`src/rtl/fu_sched_pkg.sv`:
```
// Shared opcode constants, FSM encoding and round-robin search for fu_sched.
// FU_SCHED_MULT_2CYC_EN adds the MUL state to the encoding.
package fu_sched_pkg;

  localparam int unsigned FU      = 4;
  localparam int unsigned MAX_REQ = 8;

  localparam logic [FU-1:0] OP_ADD  = 4'd0;
  localparam logic [FU-1:0] OP_SUB  = 4'd1;
  localparam logic [FU-1:0] OP_MULT = 4'd2;
  localparam logic [FU-1:0] OP_SLL  = 4'd3;
  localparam logic [FU-1:0] OP_SRL  = 4'd4;
  localparam logic [FU-1:0] OP_AND  = 4'd5;
  localparam logic [FU-1:0] OP_OR   = 4'd6;
  localparam logic [FU-1:0] OP_NOT  = 4'd7;
  localparam logic [FU-1:0] OP_XOR  = 4'd8;

`ifdef FU_SCHED_MULT_2CYC_EN
  typedef enum logic [1:0] {StIdle = 2'd0, StFull = 2'd1, StMul = 2'd2} state_e;
`else
  typedef enum logic [1:0] {StIdle = 2'd0, StFull = 2'd1} state_e;
`endif

  typedef struct packed {
    logic       found;
    logic [2:0] idx;
  } rr_grant_t;

  // First valid index at or above ptr, wrapping modulo n (n <= MAX_REQ).
  function automatic rr_grant_t rr_pick(input logic [MAX_REQ-1:0] valid,
                                        input logic [2:0]         ptr,
                                        input int unsigned        n);
    rr_grant_t   g;
    int unsigned idx;
    g = '0;
    for (int unsigned k = 0; k < MAX_REQ; k++) begin
      idx = (32'(ptr) + k) % n;
      if ((k < n) && !g.found && valid[idx[2:0]]) begin
        g.found = 1'b1;
        g.idx   = idx[2:0];
      end
    end
    return g;
  endfunction

endpackage

```
`src/rtl/fu_sched_fu.sv`:
```
// Shared combinational functional unit: 32-bit wrap-around ALU, unknown opcodes give 0.
module fu_sched_fu
  import fu_sched_pkg::*;
(
  input  logic [31:0]   i_a,
  input  logic [31:0]   i_b,
  input  logic [FU-1:0] i_op,
  output logic [31:0]   o_y
);

  always_comb begin
    o_y = '0;
    case (i_op)
      OP_ADD:  o_y = i_a + i_b;
      OP_SUB:  o_y = i_a - i_b;
      OP_MULT: o_y = i_a * i_b;
      // Shift amount is the whole of b, so anything >= 32 clears the result.
      OP_SLL:  o_y = (i_b > 32'd31) ? '0 : (i_a << i_b[4:0]);
      OP_SRL:  o_y = (i_b > 32'd31) ? '0 : (i_a >> i_b[4:0]);
      OP_AND:  o_y = i_a & i_b;
      OP_OR:   o_y = i_a | i_b;
      OP_NOT:  o_y = ~i_a;
      OP_XOR:  o_y = i_a ^ i_b;
      default: o_y = '0;
    endcase
  end

endmodule

```
`src/rtl/fu_sched.sv`:
```
// Round-robin scheduler sharing one fu among N_REQ requesters, one-entry result buffer.
// FU_SCHED_MULT_2CYC_EN makes MULT take two cycles through a MUL state.
module fu_sched
  import fu_sched_pkg::*;
#(
  parameter int unsigned N_REQ = 4,
  parameter int unsigned ID_W  = $clog2(N_REQ)
) (
  input  logic                clk,
  input  logic                rst_n,
  input  logic [N_REQ-1:0]    req_valid,
  output logic [N_REQ-1:0]    req_ready,
  input  logic [N_REQ*32-1:0] req_a,
  input  logic [N_REQ*32-1:0] req_b,
  input  logic [N_REQ*FU-1:0] req_op,
  output logic                rsp_valid,
  input  logic                rsp_ready,
  output logic [31:0]         rsp_data,
  output logic [ID_W-1:0]     rsp_id,
  output logic                busy
);

  state_e            r_state, w_state_next;
  logic [31:0]       r_rsp_data, w_rsp_data_next;
  logic [ID_W-1:0]   r_rsp_id, w_rsp_id_next;
  logic [ID_W-1:0]   r_rr_ptr, w_rr_ptr_next;

  logic [MAX_REQ-1:0] w_valid_ext;
  rr_grant_t          w_grant;
  logic [ID_W-1:0]    w_gid;
  logic               w_can_accept;
  logic               w_accept;
  logic [31:0]        w_g_a, w_g_b;
  logic [FU-1:0]      w_g_op;
  logic [31:0]        w_fu_a, w_fu_b, w_fu_y;
  logic [FU-1:0]      w_fu_op;

`ifdef FU_SCHED_MULT_2CYC_EN
  logic [31:0]     r_mul_a, r_mul_b, w_mul_a_next, w_mul_b_next;
  logic [ID_W-1:0] r_mul_id, w_mul_id_next;
`endif

  assign w_valid_ext  = MAX_REQ'(req_valid);
  assign w_grant      = rr_pick(w_valid_ext, 3'(r_rr_ptr), N_REQ);
  assign w_gid        = ID_W'(w_grant.idx);
  assign w_can_accept = (r_state == StIdle) || ((r_state == StFull) && rsp_ready);
  assign w_accept     = w_can_accept && w_grant.found;

  assign w_g_a  = req_a[32'(w_gid) * 32 +: 32];
  assign w_g_b  = req_b[32'(w_gid) * 32 +: 32];
  assign w_g_op = req_op[32'(w_gid) * FU +: FU];

  // Gated by rst_n so nothing looks accepted while reset is held.
  always_comb begin
    req_ready = '0;
    if (w_accept && rst_n) begin
      req_ready[w_gid] = 1'b1;
    end
  end

  always_comb begin
    w_fu_a  = w_g_a;
    w_fu_b  = w_g_b;
    w_fu_op = w_g_op;
`ifdef FU_SCHED_MULT_2CYC_EN
    if (r_state == StMul) begin
      w_fu_a  = r_mul_a;
      w_fu_b  = r_mul_b;
      w_fu_op = OP_MULT;
    end
`endif
  end

  fu_sched_fu u_fu (
    .i_a  (w_fu_a),
    .i_b  (w_fu_b),
    .i_op (w_fu_op),
    .o_y  (w_fu_y)
  );

  always_comb begin
    w_state_next    = r_state;
    w_rsp_data_next = r_rsp_data;
    w_rsp_id_next   = r_rsp_id;
    w_rr_ptr_next   = r_rr_ptr;
`ifdef FU_SCHED_MULT_2CYC_EN
    w_mul_a_next    = r_mul_a;
    w_mul_b_next    = r_mul_b;
    w_mul_id_next   = r_mul_id;
`endif
    case (r_state)
      StIdle, StFull: begin
        if (w_accept) begin
          w_rr_ptr_next = (w_gid == ID_W'(N_REQ - 1)) ? '0 : w_gid + 1'b1;
`ifdef FU_SCHED_MULT_2CYC_EN
          if (w_g_op == OP_MULT) begin
            w_state_next  = StMul;
            w_mul_a_next  = w_g_a;
            w_mul_b_next  = w_g_b;
            w_mul_id_next = w_gid;
          end else
`endif
          begin
            w_state_next    = StFull;
            w_rsp_data_next = w_fu_y;
            w_rsp_id_next   = w_gid;
          end
        end else if ((r_state == StFull) && rsp_ready) begin
          w_state_next = StIdle;
        end
      end
`ifdef FU_SCHED_MULT_2CYC_EN
      StMul: begin
        w_state_next    = StFull;
        w_rsp_data_next = w_fu_y;
        w_rsp_id_next   = r_mul_id;
      end
`endif
      default: w_state_next = StIdle;
    endcase
  end

  always_ff @(posedge clk or negedge rst_n) begin
    if (!rst_n) begin
      r_state    <= StIdle;
      r_rsp_data <= '0;
      r_rsp_id   <= '0;
      r_rr_ptr   <= '0;
`ifdef FU_SCHED_MULT_2CYC_EN
      r_mul_a    <= '0;
      r_mul_b    <= '0;
      r_mul_id   <= '0;
`endif
    end else begin
      r_state    <= w_state_next;
      r_rsp_data <= w_rsp_data_next;
      r_rsp_id   <= w_rsp_id_next;
      r_rr_ptr   <= w_rr_ptr_next;
`ifdef FU_SCHED_MULT_2CYC_EN
      r_mul_a    <= w_mul_a_next;
      r_mul_b    <= w_mul_b_next;
      r_mul_id   <= w_mul_id_next;
`endif
    end
  end

  assign rsp_valid = (r_state == StFull);
  assign rsp_data  = r_rsp_data;
  assign rsp_id    = r_rsp_id;
  assign busy      = (r_state != StIdle);

endmodule

```
`config.mk`:
```
export PLATFORM = sky130hd
export DESIGN_NAME = fu_sched
export DESIGN_NICKNAME = d
export VERILOG_FILES = /design/src/rtl/fu_sched_pkg.sv /design/src/rtl/fu_sched_fu.sv /design/src/rtl/fu_sched.sv
export SDC_FILE = /design/constraint.sdc
export NUM_CORES = 2
export LEC_CHECK = 0
export ABC_CLOCK_PERIOD_IN_PS = 11100
export CORE_MARGIN = 3
export CORE_UTILIZATION = 50
export CTS_CLUSTER_DIAMETER = 80
export CTS_CLUSTER_SIZE = 28
export DETAILED_ROUTE_END_ITERATION = 10
export GPL_TIMING_DRIVEN = 0
export PLACE_DENSITY = 0.73
export SKIP_CTS_REPAIR_TIMING = 1
export SYNTH_ARGS = -nofsm -noshare
export SYNTH_HDL_FRONTEND = slang
export SYNTH_SLANG_ARGS = --single-unit
```
`constraint.sdc`:
```
create_clock -name clk -period 11.1 [get_ports clk]
set_input_delay 2.22 -clock clk [delete_from_list [all_inputs] [get_ports clk]]
set_output_delay 2.22 -clock clk [all_outputs]
set_load 0.01 [all_outputs]
```
## After elaboration in Yosys (flattened, before gate mapping)

Cells that the tools add are included.

| cells by class | value |
|---|---|
| add/subtract/negate cells | 6 |
| multiply operators | 1 |
| order comparisons | 7 |
| equal/unequal tests | 11 |
| shifts and indexed selects | 5 |
| multiplexer cells | 22 |
| bitwise logic cells | 4 |
| reduce and logical (&&, ||, !) cells | 16 |

Operators by type and width:

| cell | number |
|---|---|
| 32-bit one-hot mux with 9 select lines | 1 |
| 128-bit by 8-bit indexed part select with 32-bit output | 2 |
| 32-bit two-way mux | 2 |
| 32-bit adder | 1 |
| 32-bit AND | 1 |
| 32-bit by 5-bit > comparator with 1-bit output, second input constant | 1 |
| 32-bit by 32-bit multiplier with 32-bit output | 1 |
| 32-bit inverter | 1 |
| 32-bit bitwise OR | 1 |
| 32-bit by 5-bit << shifter with 32-bit output | 1 |
| 32-bit by 5-bit right shift with 32-bit output | 1 |
| 32-bit subtractor | 1 |
| 32-bit bitwise XOR | 1 |
| 4-bit two-way mux | 5 |
| 4-bit by 3-bit == test with 1-bit output, second input constant | 4 |
| 2-bit by 4-bit less-than comparator with 1-bit output, second input constant | 4 |
| 16-bit by 5-bit indexed part select with 4-bit output | 1 |
| 1-bit binary-select mux with 2-bit select | 4 |
| 4-bit by 2-bit == test with 1-bit output, second input constant | 2 |
| 2-bit two-way mux | 4 |
| 1-bit logical AND | 7 |
| 1-bit two-way mux | 5 |
| 2-bit by 1-bit adder with 2-bit output, second input constant | 2 |
| 2-bit adder, second input constant | 2 |
| other kinds (15) | 17 |

| word-level totals | value |
|---|---|
| register bits after elaboration | 38 |
| input port bits | 279 |
| output and inout bits | 40 |
| word-level logic and storage cells | 76 |

## Logic depth before layout (Yosys ltp)

| depth | value |
|---|---|
| depth after elaboration | 17 |
| gate-level depth with buffers | 41 |
| gate-level depth less buffers | 34 |

## Modules after synthesis

Synthesis repeated with hierarchy kept, for this count alone.

| unflattened totals | value |
|---|---|
| cells, all modules | 3112 |
| area total of the unflattened synthesis | 26474.1 sq um |

Modules (own cells, without submodules):

| module | instances | cells each | area each (sq um) | sequential area each (sq um) |
|---|---|---|---|---|
| fu_sched_fu | 1 | 2779 | 22611.7 | 0.0 |
| fu_sched | 1 | 333 | 3862.5 | 925.9 |

## Worst setup path after synthesis

No wires, ideal clock.

| timing | value |
|---|---|
| path type | input to register |
| from | in req_valid[1] |
| to | reg r_rsp_data[31] (netlist: rsp_data[31]) |
| setup time | 0.126 ns |
| data arrival time | 11.056 ns |
| required time | 10.974 ns |
| slack | -0.083 ns |
| stages on the path | 35 |
| path buffers | 7 |
| cells stage by stage | mux2_4 -> o221ai_4 -> buf_6 -> buf_6 -> buf_6 -> buf_4 -> mux2i_1 -> mux2_2 -> clkbuf_1 -> clkbuf_1 -> buf_1 -> nor2_1 -> fa_1 -> inv_1 -> fa_1 -> fa_1 -> fa_1 -> inv_1 -> fa_1 -> ha_1 -> fa_1 -> fa_1 -> ha_1 -> a21o_1 -> a21o_1 -> a21o_1 -> o311a_1 -> o31ai_1 -> nand2b_1 -> a221o_1 -> a21oi_1 -> o21ai_0 -> xor2_1 -> a211oi_1 -> a21oi_1 |

| between the ends | value |
|---|---|
| word-level cells in the longest chain between the ends | 16 |
| elaborated cells between the ends (all ways) | 45 |
| those cells by class | add/sub: 2; mul: 1; order compare: 1; eq/ne: 8; shift: 5; mux: 15; bitwise: 4; reduce/logical: 9 |

RTL lines:

| item | RTL line | text |
|---|---|---|
| from (decl) | fu_sched.sv:11 | `input logic [N_REQ-1:0] req_valid,` |
| 1-bit binary-select mux with 2-bit select | fu_sched_pkg.sv:38 | `if ((k < n) && !g.found && valid[idx[2:0]]) begin` |
| 1-bit two-way mux (implied by the code) | fu_sched_pkg.sv:38 |  |
| 4-bit two-way mux | fu_sched_pkg.sv:38 |  |
| 1-bit zero test | fu_sched_pkg.sv:38 |  |
| 1-bit logical AND | fu_sched_pkg.sv:38 |  |
| 4-bit two-way mux | fu_sched_pkg.sv:38 |  |
| 1-bit zero test | fu_sched_pkg.sv:38 |  |
| 1-bit logical AND | fu_sched_pkg.sv:38 |  |
| 4-bit two-way mux | fu_sched_pkg.sv:38 |  |
| 1-bit zero test | fu_sched_pkg.sv:38 |  |
| 1-bit logical AND | fu_sched_pkg.sv:38 |  |
| 4-bit two-way mux (*) | fu_sched_pkg.sv:38 |  |
| parallel branches: the longest is 4 deep, another holds 32-bit by 32-bit multiplier with 32-bit output | n/a |  |
| to (signal assigned) | fu_sched.sv:136 | `r_rsp_data <= w_rsp_data_next;` |
| to (decl) | fu_sched.sv:24 | `logic [31:0] r_rsp_data, w_rsp_data_next;` |

Mark *: on every way between the ends. The select of a mux whose other input is x is not followed.
A chain may end at the register's enable or synchronous reset.

## Worst setup path after layout

| timing | value |
|---|---|
| from | in req_valid[0] |
| to | reg r_rsp_data[29] (netlist: rsp_data[29]) |

Same word-level chain as after synthesis.

==> metrics.cfg <==
[synth]
syn_inst=3206
synth.most_common_cell=nor2_1
synth_top_area_frac=0.312
synth_compound_area_frac=0.125
synth_common_cells=438 x nor2_1, 428 x inv_1, 409 x fa_1, 372 x nand2_1, 265 x mux2i_1
ys.flop_type=dfrtp_1
async_reset_ff_frac=1.00
synth_top_family_by_area=adder cells
synth_area_per_cell_um2=8.19
synth_edf_count=0
yosys_warnings=0
synth_top_area_cell=fa_1
syn_area_um2=26200
synth_area_leaders=fa_1 31%, ha_1 11%, mux2i_1 10%
synth.ff_latch_count=37
synthXorXnorAreaFrac=0.0459
synth.distinct_cells=79
muxShareOfSynthArea=0.132
yosys.area_share.simple=0.141
yosys.area_share.adder=0.419
synth_nets=4118
ys_seq_area_frac=0.0353

[clock_tree]
h-tree-depth=2
numCtsBuffers=5
root_buffer=clkbuf_16
insertion_delay_ns=0.29
clk_pin_slew_ns=0.05
cts_tree=yes
cts_buffer_depth=2
clock_sinks=37

[routing]
dr.pass1.iters=6
wl_per_cell_um=31.8
ant_nets=0
vias=27800
viasPerCell=6.37
drt-total-wl_um=139000
drtIter0Drc=3965
drc_errors=0

[sta]
slew-limit-headroom=0.0191
final.min_clock_period_ns=11.20
final.setup_skew_ns=0.00399
period_share=1.01
finalSetupViolCount=2
hold_viol_final=0
setup_ws_ns=-0.102
fmax_mhz=89.3
finalMaxSlewViolations=0
rsz0062_at_grt=true
worst_pin_slew_ns=1.43

[critical_path]
crit_type=input pin to register
path_common_cell=fa_1
worstPathMaxFanout=11
slowest_stage=clkbuf_2
start_kind=input pin
regToRegStartpoint=r_rr_ptr[1]
worstSetupEndpointType=register
cp.required_ns=11.25
cpPeakStageDelay_ns=0.58
crit_arrival_ns=11.35
worst_r2r_endpoint=rsp_data[29]
reg2regPathDepth=34
reg2reg_slack_ns=1.40

[floorplanning]
dieHeight_um=235
ios=319
die_area_um2=55300
core_um2=51600
row_count=83
die_w_um=235
initial_core_util=0.509

[status]
violations=setup timing
outcome=complete, but fails checks

[placement]
numPortBuffers=318
dpl.hpwl_um=110000
place_congestion=1.13
dpl.cell_count=4205

[global_route]
grt_pass1_wl_um=192000
antenna_found_initial=6
grt_pass1_vias=26700
overflow=0
grt_max_degree=42
track_usage=0.478

[flow_run]
cap_violations=0

[finish]
syn_to_final_growth_pct=25.9
regArea_um2=926
fin_cells=4360
fin_nets=4587
final_layout_size_suffix_gt1_frac=0.131
multiInputGateArea_um2=23200
fill_cells=4498
final_util=0.640

[min_path]
holdPathEnd=rsp_data[10]
min_path_type=register to register
worstHoldStart=rsp_data[10]
whs_path_depth=1

layout by cell type (no fill, tap or decap), drive strengths merged, types with 13 or more instances in the layout:
| cell | n |
|---|---|
| inv | 437 |
| clkdlybuf4s50 | 313 |
| mux2i | 286 |
| a211oi | 24 |
| o211ai | 15 |
| clkinvlp | 17 |
| dfrtp | 37 |
| xor2 | 26 |
| clkbuf | 86 |
| a221oi | 20 |
| o21ai | 133 |
| nand2 | 372 |
| buf | 264 |
| mux2 | 40 |
| a21o | 43 |
| a21oi | 107 |
| o22ai | 34 |
| nor3 | 27 |
| ha | 224 |
| fa | 409 |
| nand2b | 13 |
| a31oi | 21 |
| nor2 | 439 |
| xnor2 | 109 |
| nand3 | 15 |
flip-flops by register name (all words and copies together) (netlist names):
signal,cells
r_rr_ptr,2
r_state,1
rsp_data,32
rsp_id,2
critical path: cells and delay by family:
kind / cells / cell delay [ns]
simple gates: 3 / 0.72
mux: 2 / 0.51
fa+ha+maj: 9 / 3.76
buf+inv: 9 / 1.44
compound gates: 11 / 2.35
xor+xnor: 1 / 0.29
logic make-up after synthesis:
logic type | count (synthesis)
AOI/OAI and AO/OA | 502
buffers and inverters | 653
adders and majority gates | 633
DFF | 37
xor gates and xnor gates | 136
muxes | 326
and+or+nand+nor | 919
per-layer routing:
metal  vias to the layer above  GRT usage  wire length, µm  share of wire
met1                     13500      0.612            50200           0.36
met4                         4      0.291            11100          0.080
met5                         -    0.00606               71        0.00051
li1                      11400          -                -              -
met2                      2282      0.676            56300           0.41
met3                       615      0.192            21000           0.15
layout make-up:
cell class	count	area share
Sequential cell	37	0.0280
Clock buffer	7	0.00432
Antenna cell	5	0.000379
Multi-Input combinational cell	2516	0.702
Inverter	457	0.0550
Timing Repair Buffer	480	0.138
Buffer	178	0.0463
Tap cell	680	0.0257
worst max path at each step:
stage / from / endpoint / slack, ns / cells after the start
final: req_valid[0] / rsp_data[29] / -0.10 / 35
after global routing: req_valid[0] / rsp_data[29] / -0.23 / 34
after CTS: req_valid[1] / rsp_data[29] / -2.84 / 36
after detailed placement: req_valid[1] / rsp_data[29] / -3.12 / 36
after global placement: req_valid[1] / rsp_data[29] / -3.10 / 36
after floorplan: req_valid[1] / rsp_data[31] / 0.01 / 35
stage by stage:
step                hold slack (ns)  worst slack (ns)  instance area (µm²)  setup TNS [ns]
finish                        0.475            -0.102                33000          -0.165
global route                  0.504            -0.235                33000          -0.586
CTS                           0.477             -2.84                30500          -42.32
detailed placement            0.465             -3.12                30300          -49.21
global placement              0.458             -3.10                30300          -48.26
floorplan                     0.507            0.0129                26300               0
Power is not shown: default switching activity piles up to over one toggle a cycle in this logic, so the estimate is an artifact.
